$ cat src/rtl/pwm_deadtime_driver.sv
// Fixed-period PWM with period-boundary duty shadowing and a complementary
// high/low-side output pair separated by a programmable dead time.
//
// state | meaning
// IDLE  | disabled or in reset, both outputs low
// DEAD  | dead-time countdown toward tgt, both outputs low
// HIGH  | high-side driven (PWM_Out)
// LOW   | low-side driven (PWM_Out_N)
module pwm_deadtime_driver #(
    parameter int WIDTH     = 6,
    parameter int PRESCALE  = 1,
    parameter int DEAD_TIME = 2
) (
    input  logic             sysclk,
    input  logic             reset,
    input  logic             Enable,
    input  logic [WIDTH-1:0] Duty_Input,
    output logic             PWM_Out,
    output logic             PWM_Out_N,
    output logic             Period_Start
);

    localparam int PW = (PRESCALE > 1) ? $clog2(PRESCALE) : 1;
    localparam logic [PW-1:0]    PRE_MAX = PW'(PRESCALE - 1);
    localparam logic [WIDTH-1:0] CNT_MAX = '1;
    localparam logic [3:0]       DT      = 4'(DEAD_TIME);

    typedef enum logic [1:0] {IDLE, DEAD, HIGH, LOW} state_t;

    state_t           state, state_nxt;
    logic [PW-1:0]    pre_cnt, pre_cnt_nxt;
    logic [WIDTH-1:0] cnt, cnt_nxt;
    logic [WIDTH-1:0] duty_shadow, duty_shadow_nxt;
    logic             tgt, tgt_nxt;
    logic [3:0]       dcnt, dcnt_nxt;
    logic             period_start, period_start_nxt;
    logic             raw, tick;

    assign raw  = (cnt < duty_shadow);
    assign tick = (pre_cnt == PRE_MAX);

    always_ff @(posedge sysclk) begin
        if (reset) begin
            state        <= IDLE;
            pre_cnt      <= '0;
            cnt          <= '0;
            duty_shadow  <= '0;
            tgt          <= 1'b0;
            dcnt         <= DT;
            period_start <= 1'b0;
        end else begin
            state        <= state_nxt;
            pre_cnt      <= pre_cnt_nxt;
            cnt          <= cnt_nxt;
            duty_shadow  <= duty_shadow_nxt;
            tgt          <= tgt_nxt;
            dcnt         <= dcnt_nxt;
            period_start <= period_start_nxt;
        end
    end

    always_comb begin
        state_nxt        = state;
        pre_cnt_nxt      = pre_cnt;
        cnt_nxt          = cnt;
        duty_shadow_nxt  = duty_shadow;
        tgt_nxt          = tgt;
        dcnt_nxt         = dcnt;
        period_start_nxt = 1'b0;

        if (!Enable) begin
            state_nxt       = IDLE;
            pre_cnt_nxt     = '0;
            cnt_nxt         = '0;
            duty_shadow_nxt = '0;
            tgt_nxt         = 1'b0;
            dcnt_nxt        = DT;
        end else begin
            if (state == IDLE) begin
                pre_cnt_nxt      = '0;
                cnt_nxt          = '0;
                duty_shadow_nxt  = Duty_Input;
                period_start_nxt = 1'b1;
            end else if (tick) begin
                pre_cnt_nxt = '0;
                if (cnt == CNT_MAX) begin
                    cnt_nxt          = '0;
                    duty_shadow_nxt  = Duty_Input;
                    period_start_nxt = 1'b1;
                end else begin
                    cnt_nxt = cnt + 1'b1;
                end
            end else begin
                pre_cnt_nxt = pre_cnt + 1'b1;
            end

            // A raw change always restarts the dead interval, even mid-countdown.
            if (raw != tgt) begin
                tgt_nxt = raw;
                if (DEAD_TIME == 0) begin
                    dcnt_nxt  = 4'd0;
                    state_nxt = raw ? HIGH : LOW;
                end else begin
                    dcnt_nxt  = DT;
                    state_nxt = DEAD;
                end
            end else if (dcnt > 4'd1) begin
                dcnt_nxt  = dcnt - 4'd1;
                state_nxt = DEAD;
            end else begin
                dcnt_nxt  = 4'd0;
                state_nxt = tgt ? HIGH : LOW;
            end
        end
    end

    assign PWM_Out      = (state == HIGH);
    assign PWM_Out_N    = (state == LOW);
    assign Period_Start = period_start;

endmodule

$ cat config.mk
export PLATFORM = sky130hd
export DESIGN_NAME = pwm_deadtime_driver
export DESIGN_NICKNAME = d
export VERILOG_FILES = /design/src/rtl/pwm_deadtime_driver.sv
export SDC_FILE = /design/constraint.sdc
export NUM_CORES = 1
export LEC_CHECK = 0
export ABC_AREA = 1
export ABC_CLOCK_PERIOD_IN_PS = 2300
export BUFFER_PORTS_ARGS = -buffer_cell sky130_fd_sc_hd__buf_2
export CAP_MARGIN = 20
export CORE_MARGIN = 3
export CORE_UTILIZATION = 53
export DETAILED_ROUTE_END_ITERATION = 7
export GPL_TIMING_DRIVEN = 0
export PLACE_DENSITY = 0.73
export SLEW_MARGIN = 20
export SYNTH_ARGS = -nofsm -noshare
export SYNTH_HDL_FRONTEND = slang
export SYNTH_SLANG_ARGS = --single-unit
export TNS_END_PERCENT = 50
$ cat constraint.sdc
create_clock -name sysclk -period 2.3 [get_ports sysclk]
set_input_delay 0.23 -clock sysclk [delete_from_list [all_inputs] [get_ports sysclk]]
set_output_delay 0.23 -clock sysclk [all_outputs]
set_load 0.1 [all_outputs]
==> results of run 1 <==
[synthesized netlist by cell type (all sizes together)]
library cell  instances
nor2                 17
nor3                  2
nand3                 5
dfxtp                21
o21ai                 7
xor2                  2
nand2                33
xnor2                 2
conb                  1
clkinv                1
ha                    8
inv                  23
o211ai                1
a21oi                 4
nor3b                 1
[path summary, 6_finish.rpt]
check / from / to / slack, ps
hold / removal: Duty_Input[0] / duty_shadow[0]$_SDFFE_PP0P_ / 120
setup reg to reg: cnt[5]$_SDFFE_PP0N_ / dcnt[2]$_SDFF_PP0_ / 760
hold reg to reg: duty_shadow[0]$_SDFFE_PP0P_ / duty_shadow[0]$_SDFFE_PP0P_ / 470
setup / recovery: cnt[5]$_SDFFE_PP0N_ / dcnt[2]$_SDFF_PP0_ / 760
[area by class of cell]
cell class,instances,area share
Timing Repair Buffer,11,0.0482
Inverter,24,0.0855
Sequential cell,21,0.368
Clock buffer,4,0.0230
Tap cell,25,0.0274
Multi-Input combinational cell,83,0.447
[layout by cell type, fill, tap and decap left out, drive strengths merged]
master   n
a21oi    4
buf     11
clkbuf   4
clkinv   1
conb     1
dfxtp   21
ha       8
inv     23
nand2   33
nand3    5
nor2    17
nor3     2
nor3b    1
o211ai   1
o21ai    7
xnor2    2
xor2     2
[kinds of logic after synthesis]
| family | Yosys count | synth area share |
|---|---|---|
| AND/OR/NAND/NOR | 58 | 0.279 |
| buffers and inverters | 24 | 0.0949 |
| flip-flops | 21 | 0.409 |
| AO/OA/AOI/OAI | 12 | 0.0827 |
| adder cells (fa/ha/maj) | 8 | 0.0973 |
| XOR/XNOR | 4 | 0.0341 |
| other | 1 | 0.00365 |
[layer usage]
| layer | global-route usage | routed length (um) | up-vias |
|---|---|---|---|
| li1 | - | - | 426 |
| met1 | 0.169 | 711 | 336 |
| met2 | 0.270 | 798 | 11 |
| met3 | 0.0272 | 52 | 4 |
| met4 | 0.0968 | 33 | 0 |
| met5 | 0 | 0 | - |
[state kept, by name (all words and copies together) (netlist names)]
register      count
tgt               1
pre_cnt           1
duty_shadow       6
state             2
dcnt              4
Period_Start      1
cnt               6
[per-stage QoR]
stage	total power [uW]	hold WS [ps]	std cells	util	area (um^2)
global route	672	114	168	0.640	1140
detailed placement	472	433	164	0.625	1110
finish	640	117	168	0.640	1140
floorplan	453	333	128	-	1030
global placement	470	417	164	0.625	1110
CTS	646	116	168	0.640	1140
[power groups by stage]
stage	clock network, uW	registers [uW]	logic, uW
after floorplan	0	397	55.3
after global placement	0	391	78.8
after detailed placement	0	391	80.8
after CTS	182	383	81.4
after global routing	196	385	90.9
final	176	383	80.5
[critical path, stage by stage, from the launching register on]
cell and delay (ps):
dfxtp_1 360, ha_1 310, nand2_1 90, inv_1 40
a21oi_1 200, nand3_1 130, nand2_1 140, nand3_2 100
nor2_1 120
==> impl_metrics.yaml, run 1 <==
die:
  rows: 15
  dieArea_um2: 2510
  initial_core_util: 0.577
  io_pins: 12
  core_um2: 1780
  dieWidth_um: 50.1
  die_h_um: 50.1
clock_network:
  clkLatencyLatePin_ps: 300
  cts_buffers: 3
  cts_hold_buf: 0
  clkSinkCount: 21
  cts_max_path_buffers: 2
  tritoncts: "yes"
  htree_levels: 1
  cts_root_buf: "clkbuf_4"
  cts.clk_slew.worst_paths_ps: 110
  post_cts_buffers: 0
  cts_resized: 0
routing:
  post_drt_via_cell_ratio: 4.63
  vias: 777
  post_drt_wl_per_cell_um: 9.50
  drc_errors: 0
  wl_mm: 1.60
  drt_first_iter_violations: 10
  drtPass1Iterations: 4
  antenna_left: 0
place:
  place_hpwl_mm: 1.30
  place_ws_ps: 782
  port_buffers: 11
  gp_congestion: 0.716
power:
  p_leak_uw: 0.000516
  switchingPower_uw: 169
  p_per_area_nw_per_um2: 561
  p_int_uw: 471
  ir_drop_mv: 0.352
  pwr-share-comb: 0.126
  pwr-share-clk: 0.275
  p_seq_frac: 0.599
  sw_frac_of_total: 0.264
setup_path:
  critPathMaxFanout: 3
  path_class: "reg -> reg"
  critPathCaptureType: "flop"
  arrival_ps: 1780
  start_kind: "flop"
  ff2ff_path_depth: 8
  critPathRequiredTime_ps: 2540
grt:
  grt_max_degree: 12
  overflow: 0
  grt_use_total: 0.154
  grt_pass1_wl_mm: 2.90
  grt_pass1_vias: 746
  antenna_found_initial: 0
sta:
  period_minus_slack_ps: 1540
  setup_ws_ps: 757
  hold_viol_final: 0
  setup_violations: 0
  finalMaxSlewViolations: 0
  rsz0062_at_grt: "false"
  min_period_over_period: 0.671
  worst_pin_slew_ps: 513
  fmax_ghz: 0.648
  max_slew_margin: 0.654
  finalSetupTns_ps: 0
  finClkSkew_ps: 2.13
synthesis:
  yosysTopAreaCell: "dfxtp_1"
  ys_seq_elements: 21
  synth_nets: 145
  yosysUniqueCellTypes: 25
  ys_seq_area_frac: 0.409
  avgSynthCellArea_um2: 8.04
  synth_cells: 128
  yosysWarnings: 0
  syn-cell-area_um2: 1030
  synth.area.top_cells: "dfxtp_1 (41%), nand2_1 (11%), ha_1 (9.7%)"
  synth_top_area_frac: 0.409
hold_path:
  holdPathStages: 3
  holdCritPathClass: "in -> reg"
final_layout:
  register_area_um2: 420
  final_nets: 161
  area_growth_pct: 10.9
  drive_gt1_frac: 0.238
  fillers: 164
  multi_input_area_um2: 510
  insertedDiodeCount: 0
job:
  drv_cap: 0
status:
  status: "completed"
(Power assumes the default switching activity.)
==> inputs of run 2 (changes only) <==
--- a/config.mk
+++ b/config.mk
@@ -6,14 +6,14 @@
 export NUM_CORES = 1
 export LEC_CHECK = 0
 export ABC_AREA = 1
-export ABC_CLOCK_PERIOD_IN_PS = 2300
+export ABC_CLOCK_PERIOD_IN_PS = 1300
 export BUFFER_PORTS_ARGS = -buffer_cell sky130_fd_sc_hd__buf_2
 export CAP_MARGIN = 20
 export CORE_MARGIN = 3
-export CORE_UTILIZATION = 53
+export CORE_UTILIZATION = 50
 export DETAILED_ROUTE_END_ITERATION = 7
 export GPL_TIMING_DRIVEN = 0
-export PLACE_DENSITY = 0.73
+export PLACE_DENSITY = 0.72
 export SLEW_MARGIN = 20
 export SYNTH_ARGS = -nofsm -noshare
 export SYNTH_HDL_FRONTEND = slang
==> constraint.sdc (replaced) <==
create_clock -name sysclk -period 1.3 [get_ports sysclk]
set_input_delay 0.13 -clock sysclk [delete_from_list [all_inputs] [get_ports sysclk]]
set_output_delay 0.13 -clock sysclk [all_outputs]
set_load 0.1 [all_outputs]
==> impl_metrics.yaml, run 2 (synthesis gave the netlist of run 1 again) <==
grt:
  grt_pass1_wl_mm: 3.62
  grt_max_degree: 13
  overflow: 0
  antenna_found_initial: 0
  grt_use_total: 0.186
  grt_pass1_vias: 845
final_layout:
  insertedDiodeCount: 0
  register_area_um2: 440
  fillers: 143
  multi_input_area_um2: 653
  final_nets: 173
  layout_common_cells: "nand2_1 (19), inv_1 (16), nand2_2 (13)"
  stdcell_count: 180
  drive_gt1_frac: 0.535
  area_growth_pct: 36.9
  largestRegisters: "cnt: 6 flops, duty_shadow: 6 flops, dcnt: 4 flops"
  layout_commonest_cell: "nand2_1"
sta:
  min_period_over_period: 1.06
  hold_viol_final: 0
  whs_ps: 2.28
  period_minus_slack_ps: 1380
  setup_ws_ps: -84.3
  setup_violations: 6
  finalMaxSlewViolations: 0
  fmax_ghz: 0.722
  finClkSkew_ps: 11.0
  rsz0062_at_grt: "true"
die:
  dieArea_um2: 2640
  rows: 15
  die_h_um: 51.4
  io_pins: 12
  dieWidth_um: 51.4
  initial_core_util: 0.559
  core_um2: 1840
setup_path:
  critPathMaxFanout: 2
  crit_top_cell: "nand2_2"
  start_kind: "flop"
  path_class: "reg -> reg"
  slowest_delay_ps: 340
  arrival_ps: 1660
  critical_path.slowest_cell: "dfxtp_2"
  r2r_slack_ps: -80
  cp_cell_sequence: "inv_2 -> ha_4 -> nand2_2 -> nand2_2 -> a21oi_4 -> nand2_2 -> buf_4 -> buf_4 -> nor2_2"
  critPathCaptureType: "flop"
  critPathRequiredTime_ps: 1570
power:
  ir_drop_mv: 0.704
  p_per_area_nw_per_um2: 859
  p_leak_uw: 0.000588
hold_path:
  holdCritPathClass: "in -> reg"
routing:
  antenna_left: 0
  post_drt_wl_per_cell_um: 11.6
  vias: 868
  wl_mm: 2.09
  post_drt_via_cell_ratio: 4.82
  drtPass1Iterations: 3
  drt_first_iter_violations: 7
  drc_errors: 0
clock_network:
  cts_root_buf: "clkbuf_4"
  clkLatencyLatePin_ps: 320
  htree_levels: 1
  tritoncts: "yes"
  cts.clk_slew.worst_paths_ps: 120
  cts_max_path_buffers: 2
  cts_buffers: 3
  clkSinkCount: 21
place:
  port_buffers: 11
  place_ws_ps: -139
  place_hpwl_mm: 1.32
  dp_cells: 164
  gp_congestion: 0.757
job:
  drv_cap: 0
status:
  violations: "setup timing"
  status: "finished, violations left"
-- run 2: cell count changes in the layout (fill, tap and decap cells not counted), moves of 7 or more --
cell,before,now
nand2_1,31,19
dfxtp_2,0,7
buf_4,0,12
nand2_2,2,13
dfxtp_1,21,11
-- run 2: timing repair --
item | 4_1_cts | 5_1_grt
pin swaps | 17 | 20
hold buffers | 0 | 2
resized for setup | 30 | 18
endpoints found under the hold margin | 0 | 2
buffers inserted | 6 | 4
setup endpoints to repair | 17 | 16
-- run 2: worst max-delay path: cells and delay by family, from the launching register on --
| kind | cells | cell delay (ps) |
|---|---|---|
| simple gates | 4 | 280 |
| compound gates | 1 | 180 |
| buf+inv | 3 | 320 |
| flops | 1 | 340 |
| fa+ha+maj | 1 | 200 |
-- run 2: metrics by stage --
stage	total power [uW]	cell area (um^2)	utilization	setup TNS (ps)
after detailed placement	841	1120	0.611	-1080
after CTS	1180	1310	0.710	-234
after floorplan	805	1040	-	0
final	1210	1410	0.765	-382
after global placement	834	1120	0.611	-331
after global routing	1270	1410	0.765	-1130
-- run 2: final cells by class --
type                            count  share of cell area
Inverter                           24              0.0711
Multi-Input combinational cell     83               0.464
Clock inverter                      1             0.00356
Clock buffer                        3              0.0160
Sequential cell                    21               0.313
Tap cell                           25              0.0222
Timing Repair Buffer               23               0.110
-- run 2: per-layer routing --
layer  vias up  track usage  part of all wire
li1        445            -                 -
met1       406        0.201              0.40
met2        12        0.341              0.54
met3         5       0.0612             0.035
met4         0       0.0524             0.019
met5         -            0                 0
-- run 2: final timing paths --
check,start,endpoint,depth (start not counted)
worst max-delay path,duty_shadow[3]$_SDFFE_PP0P_,tgt$_SDFFE_PP0P_,9
worst max register to register,duty_shadow[3]$_SDFFE_PP0P_,tgt$_SDFFE_PP0P_,9
worst min-delay path,Duty_Input[0],duty_shadow[0]$_SDFFE_PP0P_,3
worst min register to register,duty_shadow[0]$_SDFFE_PP0P_,duty_shadow[0]$_SDFFE_PP0P_,2
-- run 2: report_power, final --
group / internal, uW / switching, uW
combinational: 86.4 / 123
sequential: 661 / 14.6
clock: 115 / 209
==> inputs of run 3 (changes only) <==
--- a/config.mk
+++ b/config.mk
@@ -5,11 +5,10 @@
 export SDC_FILE = /design/constraint.sdc
 export NUM_CORES = 1
 export LEC_CHECK = 0
-export ABC_AREA = 1
 export ABC_CLOCK_PERIOD_IN_PS = 1300
 export BUFFER_PORTS_ARGS = -buffer_cell sky130_fd_sc_hd__buf_2
 export CAP_MARGIN = 20
-export CORE_MARGIN = 3
+export CORE_MARGIN = 1.5
 export CORE_UTILIZATION = 50
 export DETAILED_ROUTE_END_ITERATION = 7
 export GPL_TIMING_DRIVEN = 0
==> impl_metrics.yaml, run 3 <==
setup_path:
  critPathCaptureType: "flop"
  r2r-start: "duty_shadow[5]$_SDFFE_PP0P_"
  path_class: "reg -> reg"
  arrival_ps: 1760
  cp_cell_sequence: "inv_2 -> ha_4 -> nand4_1 -> o221a_1 -> buf_6 -> mux2_4"
  critPathRequiredTime_ps: 1500
  start_kind: "flop"
  slowest_delay_ps: 350
  critical_path.slowest_cell: "dfxtp_2"
  cp_num_buf_inv: 2
  critPathMaxFanout: 7
  crit_path_start: "duty_shadow[5]$_SDFFE_PP0P_"
  path_delay_family: "flip-flops"
  r2r_slack_ps: -260
clock_network:
  clkLatencyLatePin_ps: 300
  cts.clk_slew.worst_paths_ps: 110
  tritoncts: "yes"
  clkSinkCount: 21
  cts_buffers: 3
  cts_hold_buf: 0
  cts_max_path_buffers: 2
  htree_levels: 1
  cts_root_buf: "clkbuf_4"
die:
  core_um2: 1960
  initial_core_util: 0.527
  io_pins: 12
  dieArea_um2: 2350
  rows: 16
  dieWidth_um: 48.5
  die_h_um: 48.5
synthesis:
  dominantRegCellSynth: "dfxtp_1"
  yosysUniqueCellTypes: 34
  synth-async-reset-ratio: 0
  yosysMostFrequentCell: "dfxtp_1"
  synth.area.top_cells: "dfxtp_1 (41%), ha_1 (9.7%), a22o_1 (5.1%)"
  synth_edf_count: 0
  synth_nets: 122
  avgSynthCellArea_um2: 9.85
  synthTopCellsByCount: "dfxtp_1 (21), nor2_1 (9), ha_1 (8), inv_1 (7), a22o_1 (6)"
  synth_top_area_frac: 0.406
  ys_seq_elements: 21
  yosysWarnings: 0
  syn-cell-area_um2: 1030
  yosysTopAreaCell: "dfxtp_1"
  synth_cells: 105
  ys_seq_area_frac: 0.406
place:
  place_hpwl_mm: 1.41
  gp_congestion: 0.782
  place_ws_ps: -283
  port_buffers: 11
grt:
  grt_use_total: 0.189
  antenna_found_initial: 0
  grt_pass1_wl_mm: 3.43
  grt_pass1_vias: 788
  overflow: 0
  grt_max_degree: 13
sta:
  finalMaxSlewViolations: 0
  min_period_over_period: 1.20
  finalSetupTns_ps: -1770
  whs_ps: 31.5
  fmax_ghz: 0.639
  hold_viol_final: 0
  period_minus_slack_ps: 1560
  worst_pin_slew_ps: 497
  rsz0062_at_grt: "true"
  setup_ws_ps: -265
  max_slew_margin: 0.665
  setup_violations: 13
  finClkSkew_ps: 6.25
routing:
  post_drt_wl_per_cell_um: 12.4
  wl_mm: 1.89
  drt_first_iter_violations: 8
  drtPass1Iterations: 4
  drc_errors: 0
  post_drt_via_cell_ratio: 5.20
  vias: 791
  antenna_left: 0
final_layout:
  largestRegisters: "cnt: 6 flops, duty_shadow: 6 flops, dcnt: 4 flops"
  drive_gt1_frac: 0.416
  fillers: 167
  insertedDiodeCount: 0
  layout_common_cells: "dfxtp_1 (10), dfxtp_2 (10), nor2_1 (9), buf_2 (9)"
  final_util: 0.654
  final_nets: 143
  area_growth_pct: 24.1
hold_path:
  min_from: "Duty_Input[3]"
  holdCritPathClass: "in -> reg"
power:
  p_leak_uw: 0.000556
  p_per_area_nw_per_um2: 943
  ir_drop_mv: 0.713
  power_uw: 1210
status:
  violations: "setup timing"
  status: "finished, violations left"
job:
  drv_cap: 0
[run 3: changes by cell type after synthesis, moves of 4 or more]
cell,delta
a22o_1,+6
o21ai_2,-5
inv_1,-14
mux2i_1,+5
nand2_1,-26
nand4_1,+4
[run 3: path summary, 6_finish.rpt]
check                                              endpoint  cells past startpoint
worst max-delay path                     dcnt[1]$_SDFF_PP1_                      6
worst min-delay path            duty_shadow[3]$_SDFFE_PP0P_                      2
worst max register to register           dcnt[1]$_SDFF_PP1_                      6
worst min register to register  duty_shadow[2]$_SDFFE_PP0P_                      1
[run 3: cell type report]
type	count	area, um^2	area share
repair buffers	16	101	0.0789
multi-input cells	74	627	0.488
inverters	7	26.3	0.0205
clock inverters	1	5.00	0.00390
well taps	27	33.8	0.0263
plain buffers	3	31.3	0.0244
flip-flops and latches	21	437	0.340
clock buffers	3	22.5	0.0175
[run 3: routing by layer]
layer / wire length (um) / vias up / global-route usage / part of all wire
met5: 0 / - / 0 / 0
met4: 46 / 0 / 0.105 / 0.024
met3: 46 / 5 / 0.0278 / 0.024
met2: 929 / 15 / 0.331 / 0.49
met1: 867 / 369 / 0.220 / 0.46
li1: - / 402 / - / -
[run 3: power breakdown]
group | switching [uW] | total (uW) | internal [uW] | leakage (uW)
Combinational | 111 | 220 | 110 | 0.000362
Clock | 191 | 306 | 115 | 0.0000177
Sequential | 16.9 | 684 | 667 | 0.000177
[run 3: through the flow]
step                      std cells  instance area, um^2
after detailed placement        143                 1150
after floorplan                 105                 1060
final                           152                 1280
after CTS                       152                 1250
after global routing            152                 1280
after global placement          143                 1150
[run 3: timing repair]
action	4_1_cts	5_1_grt
pin swaps	3	7
gates resized for setup	13	7
setup endpoints to repair	18	18
buffers inserted	5	0
[run 3: cells by family after synthesis]
kind of cell,count (synthesis),share of synthesized area
and+or+nand+nor,36,0.193
DFF,21,0.406
AOI/OAI and AO/OA,16,0.122
buffers and inverters,10,0.0556
adders and majority gates,8,0.0967
xor gates and xnor gates,7,0.0593
muxes,6,0.0629
other,1,0.00362
